File: src/rtl/i2c_csr_bank.sv
// Clocked CSR bank for the I2C master: config, sticky W1C status, self-clearing START,
// saturating byte counters, registered read port and registered interrupt.
module i2c_csr_bank #(
    parameter int DATA_W = 32,
    parameter int ADDR_W = 4,
    parameter int LEN_W  = 32,
    parameter int DIV_W  = 16,
    parameter int STB_W  = DATA_W/8
) (
    input  logic              clk,
    input  logic              reset,
    input  logic [ADDR_W-1:0] addr_i,
    input  logic              wr_en_i,
    input  logic [STB_W-1:0]  wr_strb_i,
    input  logic [DATA_W-1:0] wr_data_i,
    input  logic              rd_en_i,
    output logic [DATA_W-1:0] rd_data_o,
    output logic              rd_valid_o,
    input  logic              busy_i,
    input  logic              start_ack_i,
    input  logic [5:0]        evt_i,
    input  logic              bus_available_i,
    input  logic              arb_loss_i,
    input  logic              rx_byte_i,
    input  logic [7:0]        rx_data_i,
    input  logic              tx_byte_i,
    output logic [7:0]        tx_data_o,
    output logic              tx_load_o,
    output logic [LEN_W-1:0]  read_len_o,
    output logic [LEN_W-1:0]  write_len_o,
    output logic [DIV_W-1:0]  clk_div_o,
    output logic              fifo_en_o,
    output logic              packet_type_o,
    output logic              start_o,
    output logic              master_ack_o,
    output logic              master_nack_o,
    output logic              sr_en_o,
    output logic              irq_o
);

    localparam logic [ADDR_W-1:0] A_TX   = ADDR_W'(0);
    localparam logic [ADDR_W-1:0] A_RX   = ADDR_W'(1);
    localparam logic [ADDR_W-1:0] A_RLEN = ADDR_W'(2);
    localparam logic [ADDR_W-1:0] A_WLEN = ADDR_W'(3);
    localparam logic [ADDR_W-1:0] A_DIV  = ADDR_W'(4);
    localparam logic [ADDR_W-1:0] A_CFG  = ADDR_W'(5);
    localparam logic [ADDR_W-1:0] A_STAT = ADDR_W'(6);
    localparam logic [ADDR_W-1:0] A_BRD  = ADDR_W'(7);
    localparam logic [ADDR_W-1:0] A_BWR  = ADDR_W'(8);
    localparam int CFG_START = 2;
    localparam logic [LEN_W-1:0] LEN_MAX = '1;

    logic [7:0]       tx_data_q;
    logic [7:0]       rx_data_q;
    logic [LEN_W-1:0] read_len_q;
    logic [LEN_W-1:0] write_len_q;
    logic [DIV_W-1:0] clk_div_q;
    logic [7:0]       irq_en_q;
    // cfg_q holds config bits 13:8: sr_en, master_nack, master_ack, start, packet_type, fifo_en
    logic [5:0]       cfg_q;
    logic [5:0]       cfg_nxt;
    logic [5:0]       status_q;
    logic             bus_avail_q;
    logic             arb_loss_q;
    logic [LEN_W-1:0] bytes_rd_q;
    logic [LEN_W-1:0] bytes_wr_q;
    logic             irq_q;
    logic [DATA_W-1:0] rd_data_q;
    logic [DATA_W-1:0] rd_mux;
    logic             rd_valid_q;
    logic             tx_load_q;

    logic [DATA_W-1:0] wmask;
    logic [LEN_W-1:0]  rlen_nxt;
    logic [LEN_W-1:0]  wlen_nxt;
    logic [DIV_W-1:0]  div_nxt;
    logic [5:0]        stat_clr;
    logic wr_tx, wr_rlen, wr_wlen, wr_div, wr_cfg, wr_stat;

    genvar g;
    generate
        for (g = 0; g < DATA_W; g++) begin : g_mask
            assign wmask[g] = wr_strb_i[g/8];
        end
    endgenerate

    // Length/divider registers are locked while the core is busy.
    assign wr_tx   = wr_en_i && (addr_i == A_TX);
    assign wr_rlen = wr_en_i && (addr_i == A_RLEN) && !busy_i;
    assign wr_wlen = wr_en_i && (addr_i == A_WLEN) && !busy_i;
    assign wr_div  = wr_en_i && (addr_i == A_DIV)  && !busy_i;
    assign wr_cfg  = wr_en_i && (addr_i == A_CFG);
    assign wr_stat = wr_en_i && (addr_i == A_STAT) && wr_strb_i[0];

    assign rlen_nxt = (read_len_q  & ~wmask[LEN_W-1:0]) | (wr_data_i[LEN_W-1:0] & wmask[LEN_W-1:0]);
    assign wlen_nxt = (write_len_q & ~wmask[LEN_W-1:0]) | (wr_data_i[LEN_W-1:0] & wmask[LEN_W-1:0]);
    assign div_nxt  = (clk_div_q   & ~wmask[DIV_W-1:0]) | (wr_data_i[DIV_W-1:0] & wmask[DIV_W-1:0]);
    assign stat_clr = wr_stat ? wr_data_i[5:0] : 6'd0;

    // START ack overrides a same-cycle software set.
    always_comb begin
        cfg_nxt = cfg_q;
        if (wr_cfg && wr_strb_i[1] && !busy_i)
            cfg_nxt = wr_data_i[13:8];
        if (start_ack_i)
            cfg_nxt[CFG_START] = 1'b0;
    end

    always_ff @(posedge clk) begin
        if (reset) begin
            tx_data_q   <= '0;
            read_len_q  <= '0;
            write_len_q <= '0;
            clk_div_q   <= DIV_W'(1);
            irq_en_q    <= '0;
            cfg_q       <= '0;
            tx_load_q   <= 1'b0;
        end else begin
            if (wr_tx && wr_strb_i[0])
                tx_data_q <= wr_data_i[7:0];
            if (wr_rlen)
                read_len_q <= rlen_nxt;
            if (wr_wlen)
                write_len_q <= wlen_nxt;
            if (wr_div)
                clk_div_q <= div_nxt;
            if (wr_cfg && wr_strb_i[0])
                irq_en_q <= wr_data_i[7:0];
            cfg_q     <= cfg_nxt;
            tx_load_q <= wr_tx && wr_strb_i[0];
        end
    end

    // Set wins over a same-cycle clear.
    always_ff @(posedge clk) begin
        if (reset) begin
            status_q    <= '0;
            bus_avail_q <= 1'b0;
            arb_loss_q  <= 1'b0;
            irq_q       <= 1'b0;
        end else begin
            status_q    <= (status_q & ~stat_clr) | evt_i;
            bus_avail_q <= bus_available_i;
            arb_loss_q  <= arb_loss_i;
            irq_q       <= |({arb_loss_q, bus_avail_q, status_q} & irq_en_q);
        end
    end

    always_ff @(posedge clk) begin
        if (reset) begin
            rx_data_q  <= '0;
            bytes_rd_q <= '0;
            bytes_wr_q <= '0;
        end else begin
            if (rx_byte_i)
                rx_data_q <= rx_data_i;
            if (start_ack_i)
                bytes_rd_q <= '0;
            else if (rx_byte_i && bytes_rd_q != LEN_MAX)
                bytes_rd_q <= bytes_rd_q + LEN_W'(1);
            if (start_ack_i)
                bytes_wr_q <= '0;
            else if (tx_byte_i && bytes_wr_q != LEN_MAX)
                bytes_wr_q <= bytes_wr_q + LEN_W'(1);
        end
    end

    always_comb begin
        rd_mux = '0;
        case (addr_i)
            A_TX:    rd_mux = DATA_W'(tx_data_q);
            A_RX:    rd_mux = DATA_W'(rx_data_q);
            A_RLEN:  rd_mux = DATA_W'(read_len_q);
            A_WLEN:  rd_mux = DATA_W'(write_len_q);
            A_DIV:   rd_mux = DATA_W'(clk_div_q);
            A_CFG:   rd_mux = DATA_W'({cfg_q, irq_en_q});
            A_STAT:  rd_mux = DATA_W'({arb_loss_q, bus_avail_q, status_q});
            A_BRD:   rd_mux = DATA_W'(bytes_rd_q);
            A_BWR:   rd_mux = DATA_W'(bytes_wr_q);
            default: rd_mux = '0;
        endcase
    end

    // Read samples pre-write state, so a same-cycle write is not visible.
    always_ff @(posedge clk) begin
        if (reset) begin
            rd_data_q  <= '0;
            rd_valid_q <= 1'b0;
        end else begin
            rd_data_q  <= rd_en_i ? rd_mux : '0;
            rd_valid_q <= rd_en_i;
        end
    end

    assign rd_data_o     = rd_data_q;
    assign rd_valid_o    = rd_valid_q;
    assign tx_data_o     = tx_data_q;
    assign tx_load_o     = tx_load_q;
    assign read_len_o    = read_len_q;
    assign write_len_o   = write_len_q;
    assign clk_div_o     = clk_div_q;
    assign fifo_en_o     = cfg_q[0];
    assign packet_type_o = cfg_q[1];
    assign start_o       = cfg_q[CFG_START];
    assign master_ack_o  = cfg_q[3];
    assign master_nack_o = cfg_q[4];
    assign sr_en_o       = cfg_q[5];
    assign irq_o         = irq_q;

endmodule

File: config.mk
export PLATFORM = sky130hd
export DESIGN_NAME = i2c_csr_bank
export DESIGN_NICKNAME = d
export VERILOG_FILES = /design/src/rtl/i2c_csr_bank.sv
export SDC_FILE = /design/constraint.sdc
export NUM_CORES = 1
export LEC_CHECK = 0
export BUFFER_PORTS_ARGS = -buffer_cell sky130_fd_sc_hd__buf_2
export CORE_ASPECT_RATIO = 0.7
export CORE_MARGIN = 8
export CORE_UTILIZATION = 45
export DETAILED_ROUTE_END_ITERATION = 7
export GPL_ROUTABILITY_DRIVEN = 0
export GPL_TIMING_DRIVEN = 0
export PLACE_DENSITY = 0.73
export SETUP_SLACK_MARGIN = 0.2
export SYNTH_ARGS = -nofsm -noshare
export SYNTH_HDL_FRONTEND = slang
export SYNTH_SLANG_ARGS = --single-unit
File: constraint.sdc
create_clock -name clk -period 5.5 [get_ports clk]
set_input_delay 0.275 -clock clk [delete_from_list [all_inputs] [get_ports clk]]
set_output_delay 0.275 -clock clk [all_outputs]
set_load 0.005 [all_outputs]
==> impl_metrics.toml <==
[finish]
multi_input_area_um2 = 4740
stdcell_area_um2 = 11400
n_antenna_cell = 0
layout.nets = 1302
syn_to_final_growth_pct = 22.1
seqCellArea_um2 = 4340
drive_above_1_share_pct = 20.4
fill_cells = 1832

[status]
violations = "DRC"
status = "finished, violations left"

[global_routing]
grt_pass1_vias = 8458
antenna_found_initial = 1
grt_overflow = 0
grt_pass1_wl_mm = 48.4
grt_max_degree = 15
grt_use_total_pct = 23.3

[drt]
drtAntennaViolNets = 0
routed_wl_mm = 31.5
dr.pass1.iters = 8
wl_per_cell_um = 20.7
vias = 9069
vias_per_cell = 5.95
drc = 1
drtIter0Drc = 948

[synthesis]
synth_compound_area_share_pct = 16.3
synth-edff-count = 0
syn_area_um2 = 9350
ys.flop_type = "dfxtp_1"
synth_nets = 1080
synth_top_family_by_area = "simple AND/OR/NAND/NOR gates"
synthArstFlopShare_pct = 0
synth_warnings = 0
synth_cells = 1014
ys_ff_latch = 217
yosys.area_share.xor_xnor_pct = 0.937
muxShareOfSynthArea_pct = 12.7
seq_area_frac_synth_pct = 46.5
synth_cell_type_count = 66
postSynthAreaPerCell_um2 = 9.22
synth_fa_ha_area_share_pct = 0.268
synthSimpleGateAreaFrac_pct = 20.4

[sta]
rsz0062_at_grt = "false"
slew_headroom_pct = 26.0
hold-worst-slack_ns = 0.0133
period_share_pct = 48.0
slew_violations = 0
post-route-min-period_ns = 2.64
tightest_slew_ns = 1.10
setup_viol_count_final = 0
fin_skew_ns = 0.0146
hold_viol = 0
setup_slack_ns = 2.86
fmax_mhz = 378
setup_tns_ns = 0

[clock_network]
post_cts_buffers = 0
htree_levels = 1
cts_buffers = 21
cts.sinks = 217
cts-resized-gates = 0
clk_latency_ns = 0.51
tritoncts = "done"
hold_buffers = 9
clkTransAtPathRegs_ns = 0.07
cts_buffer_depth = 3
cts_root_buffer = "clkbuf_16"

[critical_path]
cp.arrival_ns = 3.02
required_ns = 5.88
worstSetupStartpointType = "flop"
end_kind = "flop"
path_class = "reg2reg"
crit_fanout = 10

[floorplan]
ios = 193
num_rows = 44
die_w_um = 188
start_util_pct = 45.5
core_area_um2 = 20500
die_area_um2 = 25700
die_y_um = 137

[worst_hold_path]
hp-class = "in2reg"

[placement]
postPlaceCellArea_um2 = 10600
dpl.hpwl_mm = 23.9
io_buffers = 190
preCtsSetupSlack_ns = 2.64

[power]
powerDensity_nw_per_um2 = 281
irDropWorstVdd_v = 0.000199
p_leak_uw = 0.00423

[flow_run]
cap_violations = 0
layout by cell type, fill, tap and decap left out, drive strengths merged, types with 3 or more instances in the layout:
master	count
o21a	5
o21ai	34
xor2	4
nor3	18
nand2	63
nor4	10
or4	12
nand4	22
a211oi	3
a22oi	29
o31a	3
a222oi	21
buf	199
a21oi	71
mux2i	114
nand3	27
a31oi	17
and3	11
nor2b	7
nor2	146
dfxtp	217
inv	12
o41ai	4
or2	3
or3	33
a221oi	5
dlygate4sd3	9
o31ai	9
nand2b	3
a22o	12
and2	5
xnor2	6
clkbuf	81
and4	9
metrics by stage:
stage	cells	power, uW	util, %
after floorplan	1014	1700	-
after global placement	1480	1770	51.8
after detailed placement	1480	1780	51.8
after CTS	1524	3220	55.6
after global routing	1524	3300	55.6
final	1524	3210	55.6
critical path, stage by stage, from the launching register on:
cell and delay (ns):
dfxtp_1 0.46, ha_1 0.24, and3_1 0.24, nand3_1 0.30, o41ai_4 0.70, buf_2 0.35
xor2_1 0.17, nor2_1 0.05
final cells by class:
type	instances	area share (%)
Clock buffer	31	5.28
Timing Repair Buffer	199	9.12
Tap cell	276	3.03
Clock inverter	4	0.647
Multi-Input combinational cell	727	41.5
Buffer	59	2.01
Inverter	11	0.362
Sequential cell	217	38.1
power breakdown:
group / leakage [uW] / internal [uW] / total (uW) / switching (uW)
registers: 0.00175 / 1580 / 1600 / 11.6
logic: 0.00214 / 50.8 / 156 / 106
clock network: 0.000331 / 851 / 1460 / 606
layer usage:
metal / vias to the layer above / wire length, um / global-route usage (%)
li1: 4196 / - / -
met1: 4332 / 14000 / 33.4
met2: 482 / 13300 / 34.4
met3: 57 / 3330 / 5.63
met4: 2 / 790 / 6.58
met5: - / 13 / 0
synthesized netlist by cell type (4+ instances only):
master    number  share of area [%]
dfxtp_1      217                 46
nor2_1       145                5.8
mux2i_1      114                 12
a21oi_1       71                3.8
nand2_1       63                2.5
clkbuf_1      50                2.0
o21ai_0       32                1.7
or3_1         30                2.0
a22oi_1       29                2.3
nand3_1       27                1.4
a222oi_1      21                2.2
nand4_1       20                1.3
a31oi_1       17                1.1
nor3_1        13               0.70
a22o_1        12                1.1
and3_1        11               0.74
inv_1         11               0.44
or4_1         10               0.80
and4_1         9               0.84
o31ai_1        9               0.72
nor4_1         8               0.54
nor2b_1        7               0.47
buf_2          6               0.32
xnor2_1        6               0.56
a221oi_1       5               0.47
and2_1         5               0.33
o21a_1         5               0.40
nor3_2         4               0.43
xor2_1         4               0.37
logic make-up after synthesis:
family,Yosys count
simple gates,376
compound gates,223
flops,217
mux,116
buf+inv,70
xor+xnor,10
fa+ha+maj,2
final timing paths:
check | to | slack, ns | cells after the start | from
setup reg to reg | bytes_rd_q[0]$_SDFFE_PP0P_ | 2.86 | 7 | bytes_rd_q[0]$_SDFFE_PP0P_
hold reg to reg | bytes_rd_q[15]$_SDFFE_PP0P_ | 0.51 | 2 | bytes_rd_q[15]$_SDFFE_PP0P_
hold / removal | rx_data_q[5]$_SDFFE_PP0P_ | 0.01 | 3 | rx_data_i[5]
setup / recovery | bytes_rd_q[0]$_SDFFE_PP0P_ | 2.86 | 7 | bytes_rd_q[0]$_SDFFE_PP0P_
Note: power is estimated with default switching activity, not from simulation.
